**src/rtl/ber_counter.sv**
```systemverilog
// Bit-error accumulator: counts compared bits and errors per window,
// keeps saturating totals and hands each window result to the host.
module ber_counter #(
    parameter int WINDOW  = 1024,
    parameter int WIN_W   = $clog2(WINDOW + 1),
    parameter int TOT_W   = 32,
    parameter int ERR_THR = 0
) (
    input  logic             clock,
    input  logic             i_reset,
    input  logic             i_enable,
    input  logic             i_valid,
    input  logic             i_match,
    input  logic             i_start,
    input  logic             i_continuous,
    input  logic             i_clear,
    input  logic             i_rpt_ack,
    output logic             o_busy,
    output logic             o_rpt_valid,
    output logic [WIN_W-1:0] o_win_bits,
    output logic [WIN_W-1:0] o_win_errors,
    output logic [TOT_W-1:0] o_tot_bits,
    output logic [TOT_W-1:0] o_tot_errors,
    output logic             o_lock,
    output logic             o_overrun
);

    typedef enum logic [1:0] {
        S_IDLE,
        S_RUN,
        S_DONE
    } state_t;

    localparam logic [WIN_W-1:0] LAST_IDX = WIN_W'(WINDOW - 1);
    localparam logic [WIN_W-1:0] WIN_LEN  = WIN_W'(WINDOW);
    localparam logic [WIN_W-1:0] THR =
        (ERR_THR >= WINDOW) ? WIN_W'(WINDOW) : WIN_W'(ERR_THR);

    state_t             state_q, state_d;
    logic [WIN_W-1:0]   bit_cnt_q, bit_cnt_d;
    logic [WIN_W-1:0]   err_cnt_q, err_cnt_d;
    logic [WIN_W-1:0]   win_bits_q, win_bits_d;
    logic [WIN_W-1:0]   win_err_q, win_err_d;
    logic [TOT_W-1:0]   tot_bits_q, tot_bits_d;
    logic [TOT_W-1:0]   tot_err_q, tot_err_d;
    logic               busy_q, busy_d;
    logic               rpt_valid_q, rpt_valid_d;
    logic               lock_q, lock_d;
    logic               overrun_q, overrun_d;

    logic               accept;
    logic               miss;
    logic               last;
    logic               win_done;
    logic [WIN_W-1:0]   err_final;

    assign accept    = i_valid && i_enable && (state_q == S_RUN);
    assign miss      = ~i_match;
    assign last      = (bit_cnt_q == LAST_IDX);
    assign err_final = err_cnt_q + {{(WIN_W-1){1'b0}}, miss};

    always_ff @(posedge clock or negedge i_reset) begin
        if (!i_reset) begin
            state_q <= S_IDLE;
        end else begin
            state_q <= state_d;
        end
    end

    always_comb begin
        state_d     = state_q;
        bit_cnt_d   = bit_cnt_q;
        err_cnt_d   = err_cnt_q;
        win_bits_d  = win_bits_q;
        win_err_d   = win_err_q;
        tot_bits_d  = tot_bits_q;
        tot_err_d   = tot_err_q;
        rpt_valid_d = rpt_valid_q;
        lock_d      = lock_q;
        overrun_d   = overrun_q;
        win_done    = 1'b0;

        if (i_clear) begin
            state_d     = S_IDLE;
            bit_cnt_d   = '0;
            err_cnt_d   = '0;
            win_bits_d  = '0;
            win_err_d   = '0;
            tot_bits_d  = '0;
            tot_err_d   = '0;
            rpt_valid_d = 1'b0;
            lock_d      = 1'b0;
            overrun_d   = 1'b0;
        end else begin
            // Totals count every accepted sample, even one hit by a restart.
            if (accept) begin
                if (tot_bits_q != '1) begin
                    tot_bits_d = tot_bits_q + TOT_W'(1);
                end
                if (miss && (tot_err_q != '1)) begin
                    tot_err_d = tot_err_q + TOT_W'(1);
                end
            end

            if (i_start) begin
                state_d   = S_RUN;
                bit_cnt_d = '0;
                err_cnt_d = '0;
            end else if (accept) begin
                if (last) begin
                    win_done    = 1'b1;
                    win_bits_d  = WIN_LEN;
                    win_err_d   = err_final;
                    lock_d      = (err_final <= THR);
                    rpt_valid_d = 1'b1;
                    if (rpt_valid_q && !i_rpt_ack) begin
                        overrun_d = 1'b1;
                    end
                    bit_cnt_d = '0;
                    err_cnt_d = '0;
                    state_d   = i_continuous ? S_RUN : S_DONE;
                end else begin
                    bit_cnt_d = bit_cnt_q + WIN_W'(1);
                    err_cnt_d = err_final;
                end
            end

            if (i_rpt_ack && rpt_valid_q && !win_done) begin
                rpt_valid_d = 1'b0;
            end
        end

        busy_d = (state_d == S_RUN);
    end

    always_ff @(posedge clock or negedge i_reset) begin
        if (!i_reset) begin
            bit_cnt_q   <= '0;
            err_cnt_q   <= '0;
            win_bits_q  <= '0;
            win_err_q   <= '0;
            tot_bits_q  <= '0;
            tot_err_q   <= '0;
            busy_q      <= 1'b0;
            rpt_valid_q <= 1'b0;
            lock_q      <= 1'b0;
            overrun_q   <= 1'b0;
        end else begin
            bit_cnt_q   <= bit_cnt_d;
            err_cnt_q   <= err_cnt_d;
            win_bits_q  <= win_bits_d;
            win_err_q   <= win_err_d;
            tot_bits_q  <= tot_bits_d;
            tot_err_q   <= tot_err_d;
            busy_q      <= busy_d;
            rpt_valid_q <= rpt_valid_d;
            lock_q      <= lock_d;
            overrun_q   <= overrun_d;
        end
    end

    assign o_busy       = busy_q;
    assign o_rpt_valid  = rpt_valid_q;
    assign o_win_bits   = win_bits_q;
    assign o_win_errors = win_err_q;
    assign o_tot_bits   = tot_bits_q;
    assign o_tot_errors = tot_err_q;
    assign o_lock       = lock_q;
    assign o_overrun    = overrun_q;

endmodule

```
**config.mk**
```make
export PLATFORM = sky130hd
export DESIGN_NAME = ber_counter
export DESIGN_NICKNAME = d
export VERILOG_FILES = /design/src/rtl/ber_counter.sv
export SDC_FILE = /design/constraint.sdc
export NUM_CORES = 1
export LEC_CHECK = 0
export CAP_MARGIN = 15
export CORE_AREA = 2 2 104 106
export CTS_CLUSTER_DIAMETER = 120
export DETAILED_ROUTE_END_ITERATION = 8
export DIE_AREA = 0 0 106 108
export PLACE_DENSITY = 0.92
export SYNTH_ARGS = -nofsm -noshare
export SYNTH_HDL_FRONTEND = slang
export SYNTH_SLANG_ARGS = --single-unit
```
**constraint.sdc**
```tcl
create_clock -name clock -period 6 [get_ports clock]
set_input_delay 0.9 -clock clock [delete_from_list [all_inputs] [get_ports clock]]
set_output_delay 0.9 -clock clock [all_outputs]
set_load 0.03 [all_outputs]
```
==> results.md, run 1 <==
* Netlist cell types at 55
* Clock Sinks at 104
* Setup Buffers After CTS at 0
* Routed WL at 14.4 mm
* List of most frequent post-synthesis cells: dfrtp_1 (104), nand2_1 (61), o21ai_0 (56)
* Layout area overhead at 20.0%
* Initial Util at 0.547
* Global route total overflow at 0
* Worst rel slew slack at 0.343
* Vias in the first global route at 5081
* Critical path type: in -> reg
* Ant. Diodes at 0
* Die Wd at 106 microns
* Max Fclk at 288 MHz
* NumNets Final at 706
* Mean number of vias per cell at 6.37
* Post-Synth Simple-Gate Area at 0.264
* First-pass GRT wire length at 23.9 mm
* Switch share at 0.277
* Largest cells by area after synthesis: dfrtp_1 (46%), o21ai_0 (5.0%), a21oi_1 (4.1%)
* CTS H-tree lvls at 3
* Final Hold Viols at 0
* CTS tree: yes
* Mapped Area at 5600 sq um
* Seq pwr share at 0.577
* Internal cell power at 888 uW
* First-pass detailed-route iteration total at 4
* Pwr dens at 183 nW/um^2
* RePlAce Congestion at 0.913
* RSZ-0062 raised after global routing: no
* Logic pwr share at 0.059
* Pins Over Slew Limit at 0
* Post-synth EDFFs at 0
* Via Count at 5304
* CP arrival at 3.77 ns
* R2R Setup Slk at 3.04 ns
* Synthesized-area fraction occupied by adder cells at 0.0112
* Mux share of post-synthesis cell area at 0.00760
* Xor/xnor cell area share of the yosys netlist at 0.0297
* Clock skew at 0.0129 ns
* Cells after Synth at 618
* Skew-Pair Late Insertion Delay at 0.39 ns
* Setup TNS Final at 0 ns
* Count of hold-fix buffers inserted at cts at 0
* Multi-input logic area at 2800 sq um
* DP HPWL at 10.2 mm
* # setup viols final at 0
* Initial antenna violation count at 0
* R2R depth at 5
* All-layer global routing usage at 0.257
* CP Max Fanout at 18
* Register Area at 2600 sq um
* Antenna Nets Post-Route at 0
* Setup ws final at 2.53 ns
* Post-synth ARST share at 1.00
* Startpoint types: input port
* Status: complete, no violations
* Placement Rows at 37
* Die Ht at 108 microns
* Setup WS pre-CTS at 2.20 ns
* P_leak at 0.00251 uW
* Switching power at 340 uW
* Inserted Clock Buffers at 9
* Register bit total from synthesis at 104
* # resized after CTS at 0
* Critical Path RT at 6.30 ns
* Mean routed wirelength per cell at 17.3 microns
* Post-route DRC at 0
* DRT iter0 DRCs at 365
* Largest area contributor in the netlist: dfrtp_1
* Clock Pin Slew Worst Setup and Hold Paths at 0.11 ns
* Largest family of logic cells by synthesized area: simple AND/OR/NAND/NOR gates
* Fin crit period at 3.47 ns
* Register area share after synthesis at 0.465
* Filler cells at 813
* Largest net degree at the start of global routing at 78
* Compound-Gate Fraction of Synth Area at 0.178
* Die area at 11400 sq um
* Layout cell share with drive strength beyond 1 at 0.0531
* Syn avg cell area at 9.06 sq um
* Clk pwr share at 0.364
* Clk buf depth at 2
* Most frequent cell after synthesis: dfrtp_1
* Top_reg_cell synth: dfrtp_1
* VDD IR max at 0.000126 V
* CTS root buffer: clkbuf_8
* Synth top area share at 0.465
* Max_cap viols at 0
* Tcrit/Tclk final at 0.578
* Core area at 10200 sq um
* Ys Warns at 0
* Buffers on Ports at 88
* Io pins at 99
* Hold Crit Class: in -> async
* Worst Tran Pin Value at 0.984 ns
* Crit. End Element: register
* Worst R2R Start: state_q[1]$_DFF_PN0_
* FF-to-FF End: o_tot_errors[10]$_DFFE_PN0P_
-- worst max-delay path, cell delays in order --
cell,delay [ns]
clkdlybuf4s50_1,0.48
nand4b_1,0.67
nor3_1,0.74
o21ai_0,0.40
or3_1,0.43
a21oi_1,0.14
-- sequential cells by signal (all words and copies together) (netlist names) --
signal and flops:
bit_cnt_q 11, err_cnt_q 11, o_busy 1, o_lock 1, o_overrun 1, o_rpt_valid 1
o_tot_bits 32, o_tot_errors 32, o_win_bits 1, o_win_errors 11, state_q 2
-- through the flow --
step                instances   util  total power (uW)  hold slack [ns]  cell area [sq um]
CTS                       833  0.657              1240            0.419               6720
detailed placement        817  0.637               794            0.474               6520
floorplan                 627      -               764            0.451               5630
global route              833  0.657              1270            0.426               6720
global placement          817  0.637               791            0.464               6520
finish                    833  0.657              1230            0.416               6720
-- worst max-delay path by stage --
stage	cells past startpoint	end	from
finish	6	o_tot_errors[10]$_DFFE_PN0P_	i_valid
global route	6	o_tot_errors[10]$_DFFE_PN0P_	i_valid
CTS	6	o_tot_errors[10]$_DFFE_PN0P_	i_enable
detailed placement	6	o_tot_errors[10]$_DFFE_PN0P_	i_enable
global placement	6	o_tot_errors[10]$_DFFE_PN0P_	i_valid
floorplan	8	o_lock$_DFFE_PN0P_	i_match
-- final cells by class --
type / count / share of cell area
inverters: 12 / 0.00670
multi-input cells: 473 / 0.416
flip-flops and latches: 104 / 0.387
clock buffers: 9 / 0.0184
repair buffers: 92 / 0.134
clock inverters: 7 / 0.0117
well taps: 136 / 0.0253
-- placed cells by master (no fill, tap or decap), types with 5 or more instances in the layout --
master,count
inv_1,12
o21a_1,6
nand3_1,36
nor3_1,16
clkdlybuf4s50_1,86
clkbuf_8,9
a22o_1,5
nand4_1,25
nand2_1,61
or3_1,26
nor2_1,35
a21oi_1,46
o21ai_0,56
buf_4,5
conb_1,10
or4_1,19
xor2_1,11
and4_1,11
xnor2_1,8
dfrtp_1,104
nor4_1,10
o21ai_1,6
ha_1,5
o31ai_1,21
-- power groups by stage --
| stage | sequential, uW | combinational (uW) | clock, uW |
|---|---|---|---|
| global route | 709 | 79.7 | 480 |
| global placement | 722 | 69.8 | 0 |
| detailed placement | 722 | 72.2 | 0 |
| finish | 708 | 72.4 | 447 |
| CTS | 708 | 72.7 | 455 |
| floorplan | 727 | 37.1 | 0 |
-- cells by family (layout without fill, tap and decap cells) --
logic type | after synthesis | count (layout)
xor+xnor | 19 | 19
flops | 104 | 104
mux | 4 | 4
simple gates | 269 | 269
buf+inv | 50 | 120
fa+ha+maj | 5 | 5
compound gates | 166 | 166
other cells | 1 | 10
-- routing by layer --
metal | wire (microns) | GRT usage
met3 | 966 | 0.0458
met2 | 7160 | 0.429
met5 | 0 | 0
met1 | 5970 | 0.336
met4 | 320 | 0.101
Note: power is estimated with default switching activity, not from simulation.
==> run 2: changes to the inputs <==
- CORE_AREA: 2 2 104 106 -> 2 2 106 108
- DIE_AREA: 0 0 106 108 -> 0 0 108 110
- PLACE_DENSITY: 0.92 -> 0.89
- clock period: 6 -> 3.38 ns (I/O delays scaled with it)
==> run 2 against run 1 <==
Final cell count is 1.1% higher. Via count up 1.2%. Sequential cell count is the same. Power increased by 79%. Combinational power increased by 85%. Critical path depth fell by 1. Die area rose by 3.8%. Highest routed layer unchanged. Critical path type is now reg -> reg.
==> results.md, run 2 (synthesis gave the netlist of run 1 again) <==
* Seq pwr share at 0.571 (-0.006)
* CTS H-tree lvls at 3 (unchanged)
* All-layer global routing usage at 0.255 (-0.00205)
* DP HPWL at 10.1 mm (-0.76%)
* Critical path type: reg -> reg
* Status: complete, no violations
* Routed WL at 14.7 mm (+2.0%)
* Final non-filler cell total at 842 (+1.1%)
* Setup TNS Final at 0 ns (unchanged)
* Logic pwr share at 0.061 (+0.002)
* Io pins at 99 (unchanged)
* Die Wd at 108 microns (+1.9%)
* Buffers on Ports at 88 (unchanged)
* CTS tree: yes
* RSZ-0062 raised after global routing: no
* Largest net degree at the start of global routing at 65 (-17%)
* Initial Util at 0.524 (-0.0239)
* Placement Rows at 38 (+2.7%)
* Core area at 10700 sq um (+4.6%)
* Crit. End Element: register
* Layout area overhead at 21.0%
* # resized after CTS at 0 (unchanged)
* Hold Crit Class: in -> async
* Layout cell share with drive strength beyond 1 at 0.0598 (+0.00674)
* Max_cap viols at 0 (unchanged)
* Worst R2R Start: o_tot_errors[4]$_DFFE_PN0P_
* Clk buf depth at 2 (unchanged)
* R2R Setup Slk at 0.76 ns (-2.28 ns)
* Worst Tran Pin Value at 1.01 ns (+0.0233 ns)
* DRT iter0 DRCs at 396 (+8.5%)
* Switch share at 0.258 (-0.0188)
* Setup Buffers After CTS at 0 (unchanged)
* First-pass detailed-route iteration total at 5 (+1)
* Vias in the first global route at 5031 (-0.98%)
* CP Max Fanout at 27 (+9)
* First-pass GRT wire length at 24.1 mm (+0.95%)
* Ant. Diodes at 0 (unchanged)
* Most common cell after layout, fill and taps aside: dfrtp_1
* Skew-Pair Late Insertion Delay at 0.38 ns (about the same)
* Register Area at 2600 sq um (unchanged)
* P_leak at 0.00253 uW (+0.78%)
* Post-route DRC at 0 (unchanged)
* Mean routed wirelength per cell at 17.5 microns (+0.92%)
* Switching power at 569 uW (+67%)
* VDD IR max at 0.000172 V (+37%)
* Critical Path RT at 3.61 ns (-2.69 ns)
* Clock Pin Slew Worst Setup and Hold Paths at 0.10 ns (about the same)
* Tcrit/Tclk final at 0.776
* Pwr dens at 325 nW/um^2 (+78%)
* Most frequent cells in the layout: dfrtp_1 (104), clkdlybuf4s50_1 (86), nand2_1 (61), o21ai_0 (56), a21oi_1 (46)
* Worst rel slew slack at 0.328 (-0.0155)
* Final Hold Viols at 0 (unchanged)
* Pins Over Slew Limit at 0 (unchanged)
* R2R depth at 5 (unchanged)
* Initial antenna violation count at 0 (unchanged)
* Antenna Nets Post-Route at 0 (unchanged)
* Max Fclk at 381 MHz
* Count of hold-fix buffers inserted at cts at 0 (unchanged)
* Multi-input logic area at 2800 sq um (unchanged)
* FF-to-FF End: o_tot_errors[23]$_DFFE_PN0P_
* Clock Sinks at 104 (unchanged)
* RePlAce Congestion at 0.909 (-0.37%)
* Internal cell power at 1630 uW (+84%)
* CP arrival at 2.85 ns (-0.92 ns)
* Clock skew at 0.00795 ns (-0.00491 ns)
* NumNets Final at 711 (+0.71%)
* Die Ht at 110 microns (+1.9%)
* Startpoint types: register
* Fin crit period at 2.62 ns
* Clk pwr share at 0.368 (+0.004)
* CTS root buffer: clkbuf_8
* Inserted Clock Buffers at 9 (unchanged)
* Die area at 11900 sq um (+3.8%)
* # setup viols final at 0 (unchanged)
* Placed insts at 826 (+1.1%)
* Filler cells at 894 (+10%)
* Via Count at 5370 (+1.2%)
* Global route total overflow at 0 (unchanged)
* Mean number of vias per cell at 6.38 (+0.16%)
-- run 2: cell count changes in the layout (fill, tap and decap cells not counted) --
| cell | before | now |
|---|---|---|
| buf_12 | 0 | 1 |
| buf_4 | 5 | 9 |
| bufinv_16 | 0 | 1 |
| clkinv_4 | 0 | 2 |
| clkinv_8 | 2 | 0 |
| clkinvlp_4 | 0 | 3 |
| inv_6 | 4 | 0 |
-- run 2: area by class of cell --
class                           instances  area share
Clock inverter                          7      0.0120
Sequential cell                       104       0.384
Timing Repair Buffer                   97       0.141
Multi-Input combinational cell        473       0.412
Clock buffer                            9      0.0183
Inverter                               12     0.00665
Tap cell                              140      0.0258
-- run 2: routing by layer --
| layer | vias up | global-route usage | part of all wire |
|---|---|---|---|
| li1 | 2456 | - | - |
| met4 | 0 | 0.111 | 0.022 |
| met2 | 262 | 0.421 | 0.49 |
| met3 | 37 | 0.0370 | 0.073 |
| met1 | 2615 | 0.338 | 0.42 |
| met5 | - | 0 | 0 |
-- run 2: power by group through the flow --
stage | Sequential, uW | Combinational, uW | Clock [uW]
detailed placement | 1280 | 134 | 0
CTS | 1260 | 135 | 820
global placement | 1280 | 130 | 0
floorplan | 1290 | 65.9 | 0
global route | 1260 | 149 | 876
finish | 1260 | 134 | 810
-- run 2: critical path: stages (launching register included) --
cell and delay (ns):
dfrtp_1 0.48, nand4_2 0.21, or4_1 0.72, nor3_4 0.78, or4_1 0.22, a21oi_1 0.06
-- run 2: worst max-delay path by stage --
stage / from / end / slack, ns / cells after the start
floorplan: o_tot_bits[0]$_DFFE_PN0P_ / o_tot_bits[0]$_DFFE_PN0P_ / 0.95 / 8
global placement: i_match / o_lock$_DFFE_PN0P_ / 0.47 / 9
detailed placement: i_match / o_lock$_DFFE_PN0P_ / 0.40 / 9
CTS: o_tot_errors[4]$_DFFE_PN0P_ / o_tot_errors[23]$_DFFE_PN0P_ / 0.78 / 5
global route: i_match / o_lock$_DFFE_PN0P_ / 0.53 / 9
finish: o_tot_errors[4]$_DFFE_PN0P_ / o_tot_errors[23]$_DFFE_PN0P_ / 0.76 / 5
-- run 2: metrics by stage --
| step | power [uW] | instance area, sq um | worst slack (ns) | hold WS [ns] | utilization |
|---|---|---|---|---|---|
| CTS | 2210 | 6780 | 0.781 | 0.164 | 0.633 |
| floorplan | 1360 | 5630 | 0.951 | 0.211 | - |
| detailed placement | 1420 | 6570 | 0.398 | 0.477 | 0.614 |
| global route | 2280 | 6780 | 0.531 | 0.195 | 0.633 |
| global placement | 1410 | 6570 | 0.475 | 0.462 | 0.614 |
| finish | 2200 | 6780 | 0.758 | 0.150 | 0.633 |
